--- config.mk ---
export PLATFORM = sky130hd
export DESIGN_NAME = mealy_seq_detector_flat
export DESIGN_NICKNAME = d
export VERILOG_FILES = /design/src/rtl/mealy_seq_detector_if.sv /design/src/rtl/mealy_seq_detector.sv /design/src/flat_wrapper.sv
export SDC_FILE = /design/constraint.sdc
export NUM_CORES = 1
export LEC_CHECK = 0
export BUFFER_PORTS_ARGS = -buffer_cell sky130_fd_sc_hd__clkbuf_2
export CAP_MARGIN = 20
export CORE_UTILIZATION = 46
export CTS_BUF_LIST = sky130_fd_sc_hd__clkbuf_16
export DETAILED_ROUTE_END_ITERATION = 8
export PLACE_DENSITY_LB_ADDON = 0.08
export SYNTH_ARGS = -nofsm -noshare
export SYNTH_HDL_FRONTEND = slang
export SYNTH_SLANG_ARGS = --single-unit
export TNS_END_PERCENT = 30
--- constraint.sdc ---
create_clock -name clock_i -period 1.75 [get_ports clock_i]
set_input_delay 0.35 -clock clock_i [delete_from_list [all_inputs] [get_ports clock_i]]
set_output_delay 0.35 -clock clock_i [all_outputs]
set_load 0.005 [all_outputs]
--- src/rtl/mealy_seq_detector_if.sv ---
// Signal bundle between a serial-stream source and mealy_seq_detector.
// Latency: none, this is wiring only.
// Backpressure: none. The source qualifies each bit with enable and the detector always accepts it.
//
// Ports (master = stream source / bench, slave = detector):
//   clear        sync clear of detector state and match count
//   pat_load     sync load of pat_in into the pattern register
//   pat_in       new pattern, MSB is the first bit received
//   enable       in_bit is valid this cycle
//   in_bit       serial data bit
//   out          Mealy match strobe, combinational from in_bit
//   match_count  saturating number of matches
//   state        current matched-prefix length (debug)
//   pat          current pattern register contents (debug)
interface mealy_seq_detector_if #(
   parameter int PAT_LEN = 4,
   parameter int CNT_W   = 8
);
   localparam int ST_W = $clog2(PAT_LEN);

   logic               clear;
   logic               pat_load;
   logic [PAT_LEN-1:0] pat_in;
   logic               enable;
   logic               in_bit;

   logic               out;
   logic [CNT_W-1:0]   match_count;
   logic [ST_W-1:0]    state;
   logic [PAT_LEN-1:0] pat;

   modport master (
      output clear, pat_load, pat_in, enable, in_bit,
      input  out, match_count, state, pat
   );

   modport slave (
      input  clear, pat_load, pat_in, enable, in_bit,
      output out, match_count, state, pat
   );
endinterface

--- src/rtl/mealy_seq_detector.sv ---
// Mealy serial-pattern detector with a runtime-loadable pattern and a saturating match counter.
// Latency: out is combinational, asserted in the same cycle as the last pattern bit.
// Backpressure: none. One bit is consumed on every enabled cycle and idle cycles hold all state.
//
// Ports:
//   clock_i   rising-edge clock
//   reset_ni  asynchronous active-low reset (pattern <= PATTERN, state <= 0, count <= 0)
//   det_if    slave side of mealy_seq_detector_if (control, serial data, match strobe, count, debug)
//
// Parameters:
//   PAT_LEN  pattern length in bits, 2..16
//   PATTERN  reset pattern, MSB is the first bit received
//   OVERLAP  1: matches may overlap, 0: detection restarts from empty after a match
//   CNT_W    width of the match counter
module mealy_seq_detector #(
   parameter int                 PAT_LEN = 4,
   parameter logic [PAT_LEN-1:0] PATTERN = 4'b1110,
   parameter bit                 OVERLAP = 1'b1,
   parameter int                 CNT_W   = 8
) (
   input  logic                 clock_i,
   input  logic                 reset_ni,
   mealy_seq_detector_if.slave  det_if
);

   localparam int               ST_W    = $clog2(PAT_LEN);
   localparam logic [ST_W-1:0]  LAST_ST = ST_W'(PAT_LEN - 1);
   localparam logic [CNT_W-1:0] CNT_MAX = '1;

   // Operation selected for this cycle; clear beats pat_load beats enable.
   typedef enum logic [1:0] {
      OP_HOLD,
      OP_CLEAR,
      OP_LOAD,
      OP_SHIFT
   } op_e;

   op_e                op;

   logic [PAT_LEN-1:0] pat_q, pat_d;
   logic [ST_W-1:0]    state_q, state_d;
   logic [CNT_W-1:0]   cnt_q, cnt_d;

   // Pattern in reception order: pbit[j] is the j-th bit received.
   logic [PAT_LEN-1:0] pbit;

   // fb_tbl[k][b]: new prefix length after receiving bit b in state k, ignoring the
   // non-overlap restart. Capped at PAT_LEN-1, so for k = PAT_LEN-1 with the matching
   // bit it yields the longest proper prefix that is also a suffix of the pattern.
   logic [ST_W-1:0]    fb_tbl [PAT_LEN][2];
   logic               fb_ok;

   logic               hit;

   always_comb begin
      pbit = '0;
      for (int j = 0; j < PAT_LEN; j++) begin
         pbit[j] = pat_q[PAT_LEN-1-j];
      end
   end

   // In state k the last k received bits equal pbit[0..k-1]. Appending b gives the
   // string pbit[0..k-1],b. A candidate length l fits when b == pbit[l-1] and the
   // preceding l-1 received bits, pbit[k+1-l .. k-1], equal pbit[0 .. l-2].
   // The longest l that fits wins, so the loop keeps overwriting as l grows.
   always_comb begin
      fb_ok = 1'b0;
      for (int k = 0; k < PAT_LEN; k++) begin
         for (int b = 0; b < 2; b++) begin
            fb_tbl[k][b] = '0;
            for (int l = 1; (l <= k + 1) && (l < PAT_LEN); l++) begin
               fb_ok = (pbit[l-1] == b[0]);
               for (int t = 0; t < l - 1; t++) begin
                  if (pbit[k+1-l+t] != pbit[t]) begin
                     fb_ok = 1'b0;
                  end
               end
               if (fb_ok) begin
                  fb_tbl[k][b] = ST_W'(l);
               end
            end
         end
      end
   end

   always_comb begin
      op      = OP_HOLD;
      hit     = 1'b0;
      pat_d   = pat_q;
      state_d = state_q;
      cnt_d   = cnt_q;

      if (det_if.clear) begin
         op = OP_CLEAR;
      end else if (det_if.pat_load) begin
         op = OP_LOAD;
      end else if (det_if.enable) begin
         op = OP_SHIFT;
      end

      case (op)
         OP_CLEAR: begin
            state_d = '0;
            cnt_d   = '0;
         end
         OP_LOAD: begin
            // The enabled bit of this cycle, if any, is dropped on purpose.
            pat_d   = det_if.pat_in;
            state_d = '0;
         end
         OP_SHIFT: begin
            // pat_q[0] is the last bit of the pattern to be received.
            hit = (state_q == LAST_ST) && (det_if.in_bit == pat_q[0]);
            if (hit) begin
               state_d = OVERLAP ? fb_tbl[state_q][det_if.in_bit] : '0;
               if (cnt_q != CNT_MAX) begin
                  cnt_d = cnt_q + CNT_W'(1);
               end
            end else begin
               state_d = fb_tbl[state_q][det_if.in_bit];
            end
         end
         default: begin
         end
      endcase
   end

   always_ff @(posedge clock_i or negedge reset_ni) begin
      if (!reset_ni) begin
         pat_q   <= PATTERN;
         state_q <= '0;
         cnt_q   <= '0;
      end else begin
         pat_q   <= pat_d;
         state_q <= state_d;
         cnt_q   <= cnt_d;
      end
   end

   // Gated with reset so the strobe is low for the whole time reset is held.
   assign det_if.out         = hit & reset_ni;
   assign det_if.match_count = cnt_q;
   assign det_if.state       = state_q;
   assign det_if.pat         = pat_q;

endmodule

--- src/flat_wrapper.sv ---
// flat-port wrapper written by rule: the top's interface ports become plain ports
module mealy_seq_detector_flat 
#(
   parameter int                 PAT_LEN = 4,
   parameter logic [PAT_LEN-1:0] PATTERN = 4'b1110,
   parameter bit                 OVERLAP = 1'b1,
   parameter int                 CNT_W   = 8
)
  (clock_i, reset_ni, det_if_clear, det_if_pat_load, det_if_pat_in, det_if_enable, det_if_in_bit, det_if_out, det_if_match_count, det_if_state, det_if_pat);
  mealy_seq_detector_if #(.PAT_LEN(PAT_LEN), .CNT_W(CNT_W)) det_if_i ();
  input  logic clock_i;
  input  logic reset_ni;
  input wire logic [$bits(det_if_i.clear)-1:0] det_if_clear;
  input wire logic [$bits(det_if_i.pat_load)-1:0] det_if_pat_load;
  input wire logic [$bits(det_if_i.pat_in)-1:0] det_if_pat_in;
  input wire logic [$bits(det_if_i.enable)-1:0] det_if_enable;
  input wire logic [$bits(det_if_i.in_bit)-1:0] det_if_in_bit;
  output wire logic [$bits(det_if_i.out)-1:0] det_if_out;
  output wire logic [$bits(det_if_i.match_count)-1:0] det_if_match_count;
  output wire logic [$bits(det_if_i.state)-1:0] det_if_state;
  output wire logic [$bits(det_if_i.pat)-1:0] det_if_pat;
  assign det_if_i.clear = det_if_clear;
  assign det_if_i.pat_load = det_if_pat_load;
  assign det_if_i.pat_in = det_if_pat_in;
  assign det_if_i.enable = det_if_enable;
  assign det_if_i.in_bit = det_if_in_bit;
  assign det_if_out = det_if_i.out;
  assign det_if_match_count = det_if_i.match_count;
  assign det_if_state = det_if_i.state;
  assign det_if_pat = det_if_i.pat;
  mealy_seq_detector #(.PAT_LEN(PAT_LEN), .PATTERN(PATTERN), .OVERLAP(OVERLAP), .CNT_W(CNT_W)) u_core (.clock_i(clock_i), .reset_ni(reset_ni), .det_if(det_if_i));
endmodule
==> results of run 1 <==
==> critical path, cell delays in order, from the launching register on <==
cell     delay [ns]
dfrtp_1        0.40
xor2_1         0.16
buf_4          0.15
nor4b_4        0.26
buf_2          0.16
==> registers in the layout (all words and copies together), names as in the netlist <==
| name | cells |
|---|---|
| u_core.det_if.pat | 4 |
| u_core.det_if.match_count | 8 |
| u_core.det_if.state | 2 |
==> final timing paths <==
check	from	to	slack (ns)	depth (start not counted)
max reg2reg	u_core.det_if.match_count[1]$_DFFE_PN0P_	u_core.det_if.match_count[4]$_DFFE_PN0P_	0.08	6
min reg2reg	u_core.det_if.match_count[1]$_DFFE_PN0P_	u_core.det_if.match_count[1]$_DFFE_PN0P_	0.57	1
min in group clock_i	det_if_pat_in[3]	u_core.det_if.pat[3]$_DFFE_PN1N_	0.30	3
max in group asynchronous	reset_ni	u_core.det_if.pat[3]$_DFFE_PN1N_	1.45	2
max	u_core.det_if.pat[0]$_DFFE_PN0N_	det_if_out	0.02	4
min	reset_ni	u_core.det_if.match_count[5]$_DFFE_PN0P_	0.06	2
==> power by group through the flow <==
stage | Combinational (mW) | Sequential [mW] | Clock [mW]
6_report | 0.211 | 0.374 | 0.426
5_1_grt | 0.236 | 0.379 | 0.445
4_1_cts | 0.209 | 0.375 | 0.435
3_5_place_dp | 0.204 | 0.380 | 0
3_3_place_gp | 0.201 | 0.379 | 0
2_1_floorplan | 0.111 | 0.377 | 0
==> placed cells by master, fill, tap and decap left out, drive strengths merged, types with 4 or more instances in the layout <==
master,n
nand2,9
ha,5
mux2i,4
inv,7
buf,18
o21ai,8
mux2,4
a21oi,7
or4,4
clkbuf,26
dfrtp,11
nand3,4
a31oi,4
nor2,6
==> logic make-up (layout without fill, tap and decap cells) <==
| kind of cell | count (synthesis) | after routing | synth area share |
|---|---|---|---|
| buffers and inverters | 12 | 52 | 0.06298 |
| AOI/OAI and AO/OA | 31 | 31 | 0.2018 |
| DFF | 14 | 14 | 0.3638 |
| xor gates and xnor gates | 2 | 2 | 0.01800 |
| muxes | 8 | 8 | 0.08740 |
| and+or+nand+nor | 37 | 37 | 0.2018 |
| adders and majority gates | 5 | 5 | 0.06427 |
==> per-layer routing <==
layer / track usage / share of wire
met1: 0.3517 / 0.48
met2: 0.3351 / 0.44
met3: 0.07925 / 0.067
met4: 0.05000 / 0.0070
met5: 0 / 0
==> repair_timing <==
action / in CTS / in global routing
setup endpoints to repair: 1 / 5
gates resized for setup: 2 / 3
hold buffers: 0 / 0
pin swaps: 0 / 0
==> area by class of cell <==
type,instances,area share
clock buffer,3,0.05703
multi-input combinational,83,0.4373
inverter,7,0.01996
tap,27,0.02567
sequential,14,0.2690
timing repair buffer,41,0.1882
clock inverter,1,0.002852
==> through the flow <==
stage                     std cells  utilization  instance area [µm²]  power (mW)  setup slack [ns]
after floorplan                 109            -                973.4      0.4875           0.02664
after global placement          172       0.6155                 1220      0.5799           0.01753
after detailed placement        172       0.6155                 1220      0.5844          -0.06348
after CTS                       176       0.6629                 1314       1.020          0.006499
after global routing            176       0.6641                 1316       1.060          -0.02958
final                           176       0.6641                 1316       1.011           0.02488
==> results by group, run 1 <==
Logic synthesis
  – EDFF count, synth: 0
  – #FFs+latches synth: 14
  – Synth top area share: 0.2828
  – Post-Synthesis Cell Area: around 970 µm²
  – Seq/Total Area, Yosys: 0.3638
  – Commonest cells post-synth: 11 x dfrtp_1, 9 x nand2_1, 8 x o21ai_0
  – Largest cells by area after synthesis: dfrtp_1 28%, dfstp_2 8.1%, ha_1 6.4%, mux2_2 4.6%, mux2i_1 4.1%
  – Synth area leader: dfrtp_1
  – Synth unique cells: 34
  – Post-Syn Instances: around 110
  – Post-synthesis area per instance: about 8.9 µm²
  – Mapped Nets: between 100 and 150
  – FFs w/ async S/R, synth: 1.000
  – Most common cell in the netlist: dfrtp_1
  – Top_reg_cell synth: dfrtp_1
  – Synth warn: 0

STA
  – Final period util: 0.9858
  – Setup TNS: 0 ns
  – Hold slack: about 0.057 ns
  – Final Hold Fails: 0
  – Worst-Margin Slew: about 0.45 ns
  – Fin. max-slew vios: 0
  – Setup violations, final: 0
  – Layout Skew: approximately 0.0018 ns
  – Min Clock Period, post-route: 1.725 ns
  – Setup repair after global routing missed its margin: yes
  – Headroom to the max-slew limit: 0.6952
  – Fmax: a little under 600 MHz

Power and ir drop
  – Leak: a little over 0.6 nW
  – Part of the power in registers: 0.370
  – P_int: approximately 750 µW
  – Switching Share: 0.2543
  – Peak VDD IR: between 0.8 and 0.9 mV
  – P_sw: about 260 µW
  – Combinational power share: 0.209
  – Clk pwr share: 0.421
  – PD cells: roughly 770 nW/µm²

Die
  – Die Wd: approximately 48 µm
  – Initial Util: 0.4912
  – Core ar.: approximately 2000 µm²
  – Rows: 16
  – I/O pin total: 25
  – Height of the die: about 48 µm
  – Area of the die: ~2300 µm²

Route
  – Drt drc: 0
  – Iteration-0 DRC Markers: 27
  – Via count: around 1000
  – DRT Pass-1 Iters: 4
  – Drt via density: approximately 5.7
  – Detailed Route WL: ~2400 µm
  – Drt wl/cell: around 14 µm
  – ANT nets after route: 0

Clock tree
  – Root buf cell: clkbuf_16
  – Clock slew at reported path FFs: 0.04 ns
  – Clock tree from TritonCTS: yes
  – Post-CTS setup buffer count: 0
  – Clock Tree Buf Depth: 2
  – Worst skew pair latency: about 0.24 ns
  – Deepest level of the CTS H-tree: 1
  – CTS Sinks: 14
  – Num CTS Buffers: 3

Finish
  – Synth-to-layout area growth: 35.22%
  – N_diodes: 0
  – Filler cells: 177
  – Nets@finish: roughly 170
  – Area of the multi-input gates: roughly 580 µm²
  – Register area: about 350 µm²
  – Fraction of layout cells with a size suffix above 1: 0.3557

Global route
  – Largest net degree at the start of global routing: 15
  – Initial antenna violation count: 0
  – Total Routing Usage GR: 0.2380
  – Wire length of the first global-routing pass: 3788 µm
  – Vias in the first global route: ~860
  – Grt total ovfl: 0

Placed design
  – HPWL Detailed: between 1500 and 2000 µm
  – Gpl congestion: ~0.84
  – Number of I/O port buffers: 24

Worst setup path
  – Crit path DAT: 1.38 ns
  – Crit. End Element: primary output
  – CP startpoint kind: register
  – Crit path required time: 1.40 ns
  – Crit path max fanout: 3
  – CP Class: register to primary output

Run
  – # Max-Cap Violations: 0

Worst hold path
  – Hold crit path type: input pin to asynchronous set/reset pin

Outcome
  – Outcome: finished, final reports clean
(Power assumes the default switching activity.)
==> run 2, diff against run 1 <==
--- a/config.mk
+++ b/config.mk
@@ -7,7 +7,8 @@
 export LEC_CHECK = 0
 export BUFFER_PORTS_ARGS = -buffer_cell sky130_fd_sc_hd__clkbuf_2
 export CAP_MARGIN = 20
-export CORE_UTILIZATION = 46
+export CORE_MARGIN = 2
+export CORE_UTILIZATION = 50
 export CTS_BUF_LIST = sky130_fd_sc_hd__clkbuf_16
 export DETAILED_ROUTE_END_ITERATION = 8
 export PLACE_DENSITY_LB_ADDON = 0.08
==> constraint.sdc (replaced) <==
create_clock -name clock_i -period 2.1 [get_ports clock_i]
set_input_delay 0.42 -clock clock_i [delete_from_list [all_inputs] [get_ports clock_i]]
set_output_delay 0.42 -clock clock_i [all_outputs]
set_load 0.005 [all_outputs]
==> results by group, run 2 (synthesis results as in run 1) <==
Placed design
  – Number of I/O port buffers: 24 (unchanged)
  – HPWL Detailed: 1771 µm (-7.3%)
  – Gpl congestion: 0.8829 (+5.1%)

STA
  – Fin. max-slew vios: 0 (unchanged)
  – Final period util: 0.8469
  – Headroom to the max-slew limit: 0.7302 (+0.03498)
  – Final Hold Fails: 0 (unchanged)
  – Layout Skew: 0.001368 ns (-0.0004647 ns)
  – Min Clock Period, post-route: 1.778 ns
  – Setup TNS: 0 ns (unchanged)
  – Setup violations, final: 0 (unchanged)
  – Fmax: between 500 and 600 MHz
  – Worst-Margin Slew: 0.4012 ns (-0.05189 ns)
  – Setup repair after global routing missed its margin: no
  – Hold slack: 0.1475 ns (+0.09074 ns)

Clock tree
  – Num CTS Buffers: 3 (unchanged)
  – Clock tree from TritonCTS: yes
  – CTS resizes: 0 (-2)
  – Clock Tree Buf Depth: 2 (unchanged)
  – Clock slew at reported path FFs: 0.05 ns (about the same)
  – Cts hold-fix bufs: 0 (unchanged)
  – CTS Sinks: 14 (unchanged)
  – Root buf cell: clkbuf_16
  – Post-CTS setup buffer count: 0 (unchanged)
  – Worst skew pair latency: 0.24 ns (about the same)
  – Deepest level of the CTS H-tree: 1 (unchanged)

Worst setup path
  – Crit path required time: 2.23 ns (+0.83 ns)
  – CP startpoint kind: register
  – Crit path DAT: 1.91 ns (+0.53 ns)
  – Crit-path cells: xor2_1 > or2_1 > o21ai_0 > mux2_2
  – Critical-path top delay cell: dfrtp_1
  – Crit. End Element: register
  – Crit-path leading delay family: flip-flops
  – Crit path max fanout: 11 (+8)
  – CP max stage delay: 0.40 ns (about the same)
  – Buf/Inv on CP: 0 (-2)
  – CP Class: register to register

Finish
  – Nets@finish: 154 (-6.7%)
  – Most common cell after layout, fill and taps aside: clkbuf_2
  – Synth-to-layout area growth: 24.68%
  – Filler cells: 159 (-10%)
  – Commonest cells after routing, fill and taps aside: 24 x clkbuf_2, 11 x dfrtp_1, 9 x nand2_1
  – N_diodes: 0 (unchanged)
  – Fraction of layout cells with a size suffix above 1: 0.2899 (-0.06585)
  – Max reg flops: 8 (unchanged)

Global route
  – Wire length of the first global-routing pass: 3608 µm (-4.8%)
  – Largest net degree at the start of global routing: 15 (unchanged)
  – Total Routing Usage GR: 0.2266 (-0.01141)
  – Vias in the first global route: 778 (-9.7%)
  – Grt total ovfl: 0 (unchanged)
  – Initial antenna violation count: 0 (unchanged)

Die
  – Height of the die: 48.13 µm (+0.26%)
  – Initial Util: 0.5460 (+0.05480)
  – Core ar.: 1783 µm² (-10%)
  – I/O pin total: 25 (unchanged)
  – Area of the die: 2316 µm² (+0.52%)
  – Rows: 15 (-1)
  – Die Wd: 48.13 µm (+0.26%)

Route
  – DRT Pass-1 Iters: 4 (unchanged)
  – Iteration-0 DRC Markers: 32 (+19%)
  – Drt via density: 6.061 (+6.1%)
  – Drt wl/cell: 14.01 µm (+1.6%)
  – Drt drc: 0 (unchanged)
  – Via count: 988 (-1.7%)
  – Detailed Route WL: 2284 µm (-5.9%)
  – ANT nets after route: 0 (unchanged)

Power and ir drop
  – Peak VDD IR: 0.6593 mV (-26%)
  – PD cells: 680.3 nW/µm² (-11%)
  – Leak: 0.5432 nW (-11%)

Outcome
  – Outcome: finished, final reports clean

Run
  – # Max-Cap Violations: 0 (unchanged)

Worst hold path
  – Hold crit path type: input pin to asynchronous set/reset pin
## run 2: changes by cell type in the layout (fill, tap and decap cells not counted)
cell / change
o21ai_0: +1
or2_4: -1
or2_1: +1
nor4b_4: -1
nor4b_1: +1
buf_2: -1
o21ai_1: -1
clkbuf_2: +1
buf_4: -11
## run 2: per-stage QoR
step	setup slack (ns)	utilization	area (µm²)	power, mW	std cells
2_1_floorplan	0.3066	-	973.4	0.4063	109
3_3_place_gp	0.1984	0.6365	1135	0.4582	159
3_5_place_dp	0.1917	0.6365	1135	0.4605	159
4_1_cts	0.3471	0.6807	1214	0.8258	163
5_1_grt	0.2179	0.6807	1214	0.8655	163
6_report	0.3216	0.6807	1214	0.8256	163
## run 2: final cells by class
| class | instances | area, µm² | share of cell area |
|---|---|---|---|
| Timing Repair Buffer | 30 | 165.2 | 0.1361 |
| Sequential cell | 14 | 354.1 | 0.2918 |
| Multi-Input combinational cell | 83 | 558.0 | 0.4598 |
| Tap cell | 25 | 31.28 | 0.02577 |
| Inverter | 7 | 26.28 | 0.02165 |
| Clock buffer | 3 | 75.07 | 0.06186 |
| Clock inverter | 1 | 3.754 | 0.003093 |
## run 2: where the power goes
group | switching [mW] | internal, mW
Clock | 0.114 | 0.252
Combinational | 0.0761 | 0.0645
Sequential | 0.0272 | 0.291
## run 2: layer usage
metal | track usage | vias to the layer above | wire length [µm]
met5 | 0 | - | 0
met4 | 0.07027 | 0 | 19
met3 | 0.04815 | 2 | 173
met2 | 0.3253 | 46 | 1032
met1 | 0.3403 | 474 | 1059
li1 | - | 466 | -
## run 2: final timing paths
path	startpoint	end	slack (ns)	cells after the start
hold reg to reg	u_core.det_if.pat[0]$_DFFE_PN0N_	u_core.det_if.pat[0]$_DFFE_PN0N_	0.56	1
hold / removal	reset_ni	u_core.det_if.match_count[5]$_DFFE_PN0P_	0.15	2
max in group asynchronous	reset_ni	u_core.det_if.pat[3]$_DFFE_PN1N_	1.72	2
setup reg to reg	u_core.det_if.pat[0]$_DFFE_PN0N_	u_core.det_if.match_count[0]$_DFFE_PN0P_	0.32	4
setup / recovery	u_core.det_if.pat[0]$_DFFE_PN0N_	u_core.det_if.match_count[0]$_DFFE_PN0P_	0.32	4
min in group clock_i	det_if_pat_in[2]	u_core.det_if.pat[2]$_DFFE_PN1N_	0.37	3
==> run 3, diff against run 2 <==
--- a/config.mk
+++ b/config.mk
@@ -5,6 +5,7 @@
 export SDC_FILE = /design/constraint.sdc
 export NUM_CORES = 1
 export LEC_CHECK = 0
+export ABC_AREA = 1
 export BUFFER_PORTS_ARGS = -buffer_cell sky130_fd_sc_hd__clkbuf_2
 export CAP_MARGIN = 20
 export CORE_MARGIN = 2
==> constraint.sdc (replaced) <==
create_clock -name clock_i -period 1.8 [get_ports clock_i]
set_input_delay 0.36 -clock clock_i [delete_from_list [all_inputs] [get_ports clock_i]]
set_output_delay 0.36 -clock clock_i [all_outputs]
set_load 0.005 [all_outputs]
==> results by group, run 3 <==
Outcome
  – Outcome: finished, final reports clean

STA
  – Hold slack: 0.09034 ns (-0.05720 ns)
  – Setup TNS: 0 ns (unchanged)
  – Final period util: 0.9076
  – Min Clock Period, post-route: 1.634 ns
  – Setup repair after global routing missed its margin: no
  – Fin. max-slew vios: 0 (unchanged)
  – Fmax: between 600 and 700 MHz
  – Setup violations, final: 0 (unchanged)
  – Headroom to the max-slew limit: 0.7084 (-0.02172)
  – Final Hold Fails: 0 (unchanged)
  – Worst-Margin Slew: 0.4373 ns (+0.03618 ns)
  – Layout Skew: 0.001010 ns (-0.0003584 ns)

Finish
  – N_diodes: 0 (unchanged)
  – Register area: 354.1 µm² (unchanged)
  – Synth-to-layout area growth: 19.89%
  – Area of the multi-input gates: 645.6 µm² (+16%)
  – Max reg flops: 8 (unchanged)
  – Commonest cells after routing, fill and taps aside: 53 x nand2_1, 25 x inv_1, 24 x clkbuf_2
  – Most common cell after layout, fill and taps aside: nand2_1
  – Fraction of layout cells with a size suffix above 1: 0.2589 (-0.03097)
  – Fin cells: 225 (+38%)
  – Filler cells: 215 (+35%)
  – Nets@finish: 213 (+38%)

Logic synthesis
  – Synth top area share: 0.2431 (-0.03968)
  – Seq/Total Area, Yosys: 0.3127 (-0.05105)
  – Top_reg_cell synth: dfrtp_1
  – Compound-gate portion of the synthesized area: 0.09282 (-0.1090)
  – Adder-cell share of the synthesized area: 0.05525 (-0.009019)
  – Synth warn: 0 (unchanged)
  – Simple-gate share of the synthesized area: 0.4066 (+0.2048)
  – XOR/XNOR share of the synthesized area: 0.01547 (-0.002525)
  – Largest cells by area after synthesis: dfrtp_1 24%, nand2_1 18%, inv_1 8.3%, dfstp_2 7.0%, nand3_1 6.6%
  – Post-synthesis area per instance: 6.661 µm² (-25%)
  – #FFs+latches synth: 14 (unchanged)
  – Most common cell in the netlist: nand2_1
  – FFs w/ async S/R, synth: 1.000 (unchanged)
  – Mapped Nets: 185 (+49%)
  – EDFF count, synth: 0 (unchanged)
  – Commonest cells post-synth: 53 x nand2_1, 25 x inv_1, 19 x nor2_1
  – Post-Syn Instances: 170 (+56%)
  – Synth area leader: dfrtp_1
  – Post-Synthesis Cell Area: 1132 µm² (+16%)
  – Mux contribution to synthesized area: 0 (-0.08740)
  – Largest family of logic cells by synthesized area: simple AND/OR/NAND/NOR gates
  – Synth unique cells: 24 (-29%)

Clock tree
  – Post-CTS setup buffer count: 0 (unchanged)
  – Clock tree from TritonCTS: yes
  – Root buf cell: clkbuf_16
  – Clock Tree Buf Depth: 2 (unchanged)
  – Cts hold-fix bufs: 0 (unchanged)
  – CTS resizes: 0 (unchanged)
  – Clock slew at reported path FFs: 0.05 ns (about the same)
  – Deepest level of the CTS H-tree: 1 (unchanged)
  – CTS Sinks: 14 (unchanged)
  – Num CTS Buffers: 3 (unchanged)
  – Worst skew pair latency: 0.24 ns (about the same)

Power and ir drop
  – PD cells: 728.2 nW/µm² (+7.0%)
  – P_int: 708.5 µW (+17%)
  – Leak: 0.7625 nW (+40%)
  – Part of the power in registers: 0.369 (-0.017)
  – Switching Share: 0.2832 (+0.01960)
  – Clk pwr share: 0.425 (-0.019)
  – Combinational power share: 0.206 (+0.036)
  – Peak VDD IR: 0.4589 mV (-30%)
  – P_sw: 280.0 µW (+29%)

Placed design
  – Inst Count DP: 221 (+39%)
  – Gpl congestion: 0.7783 (-12%)
  – Number of I/O port buffers: 24 (unchanged)
  – HPWL Detailed: 2001 µm (+13%)

Worst setup path
  – Crit. End Element: primary output
  – CP startpoint kind: register
  – Worst r2r path cells: 9 (+5)
  – Crit path max fanout: 10 (-1)
  – Worst flop-to-flop path startpoint: u_core.det_if.pat[3]$_DFFE_PN1N_
  – Worst r2r dst: u_core.det_if.state[0]$_DFFE_PN0P_
  – Reg2Reg Setup Slack: 0.21 ns (-0.11 ns)
  – Crit path required time: 1.44 ns (-0.79 ns)
  – Crit path DAT: 1.27 ns (-0.64 ns)
  – CP Class: register to primary output

Route
  – Drt wl/cell: 11.09 µm (-21%)
  – Drt drc: 0 (unchanged)
  – ANT nets after route: 0 (unchanged)
  – Iteration-0 DRC Markers: 16 (-50%)
  – Drt via density: 4.969 (-18%)
  – Detailed Route WL: 2496 µm (+9.3%)
  – Via count: 1118 (+13%)
  – DRT Pass-1 Iters: 4 (unchanged)

Worst hold path
  – Hold crit path type: input pin to asynchronous set/reset pin

Die
  – I/O pin total: 25 (unchanged)
  – Core ar.: 2170 µm² (+22%)
  – Initial Util: 0.5219 (-0.02405)
  – Die Wd: 51.59 µm (+7.2%)
  – Area of the die: 2662 µm² (+15%)
  – Rows: 17 (+2)
  – Height of the die: 51.59 µm (+7.2%)

Global route
  – Vias in the first global route: 1074 (+38%)
  – Total Routing Usage GR: 0.2177 (-0.008837)
  – Largest net degree at the start of global routing: 16 (+1)
  – Initial antenna violation count: 0 (unchanged)
  – Wire length of the first global-routing pass: 4422 µm (+23%)
  – Grt total ovfl: 0 (unchanged)

Run
  – # Max-Cap Violations: 0 (unchanged)
[run 3: metrics by stage]
stage               setup slack, ns  instance area [µm²]  total power [mW]    util
finish                       0.1663                 1358            0.9885  0.6257
floorplan                    0.2893                 1132            0.5039       -
global route                0.06423                 1358             1.044  0.6257
detailed placement           0.2207                 1279            0.5736  0.5894
CTS                          0.1630                 1358            0.9968  0.6257
global placement             0.2708                 1279            0.5663  0.5894
[run 3: cell families after synthesis]
logic type | after synthesis
simple gates | 102
xor+xnor | 2
compound gates | 16
fa+ha+maj | 5
buf+inv | 31
flops | 14
[run 3: area by class of cell]
class                           instances  area share
Multi-Input combinational cell        125      0.4756
Sequential cell                        14      0.2608
Timing Repair Buffer                   27      0.1051
Inverter                               27     0.07465
Clock buffer                            3     0.05530
Tap cell                               28     0.02581
Clock inverter                          1    0.002765
[run 3: how the worst max path moves through the flow]
| stage | to | from | depth (start not counted) | slack, ns |
|---|---|---|---|---|
| detailed placement | u_core.det_if.state[0]$_DFFE_PN0P_ | u_core.det_if.pat[3]$_DFFE_PN1N_ | 9 | 0.22 |
| global route | u_core.det_if.state[0]$_DFFE_PN0P_ | u_core.det_if.pat[3]$_DFFE_PN1N_ | 9 | 0.06 |
| CTS | det_if_out | u_core.det_if.state[0]$_DFFE_PN0P_ | 5 | 0.16 |
| finish | det_if_out | u_core.det_if.state[0]$_DFFE_PN0P_ | 5 | 0.17 |
| floorplan | u_core.det_if.state[1]$_DFFE_PN0P_ | u_core.det_if.pat[2]$_DFFE_PN1N_ | 9 | 0.29 |
| global placement | u_core.det_if.state[0]$_DFFE_PN0P_ | u_core.det_if.pat[3]$_DFFE_PN1N_ | 9 | 0.27 |
[run 3: critical path, stage by stage (launching register included)]
cell and delay (ns):
dfrtp_1 0.55, nand2_4 0.09, a21oi_2 0.12, nand2_2 0.07, nor2_1 0.08, clkbuf_2 0.11
[run 3: power groups by stage]
stage          clock, mW  sequential [mW]  combinational, mW
5_1_grt            0.439            0.370              0.235
2_1_floorplan          0            0.371              0.133
4_1_cts            0.427            0.365              0.205
3_5_place_dp           0            0.370              0.204
6_report           0.420            0.365              0.203
3_3_place_gp           0            0.368              0.198
[run 3: per-layer routing]
metal  global-route usage  share of wire  up-vias  wire length, µm
met3              0.02874          0.039        2               97
met2               0.4038           0.53       23             1323
met1               0.2587           0.42      511             1059
met5                    0              0        -                0
li1                     -              -      582                -
met4              0.06579         0.0064        0               16
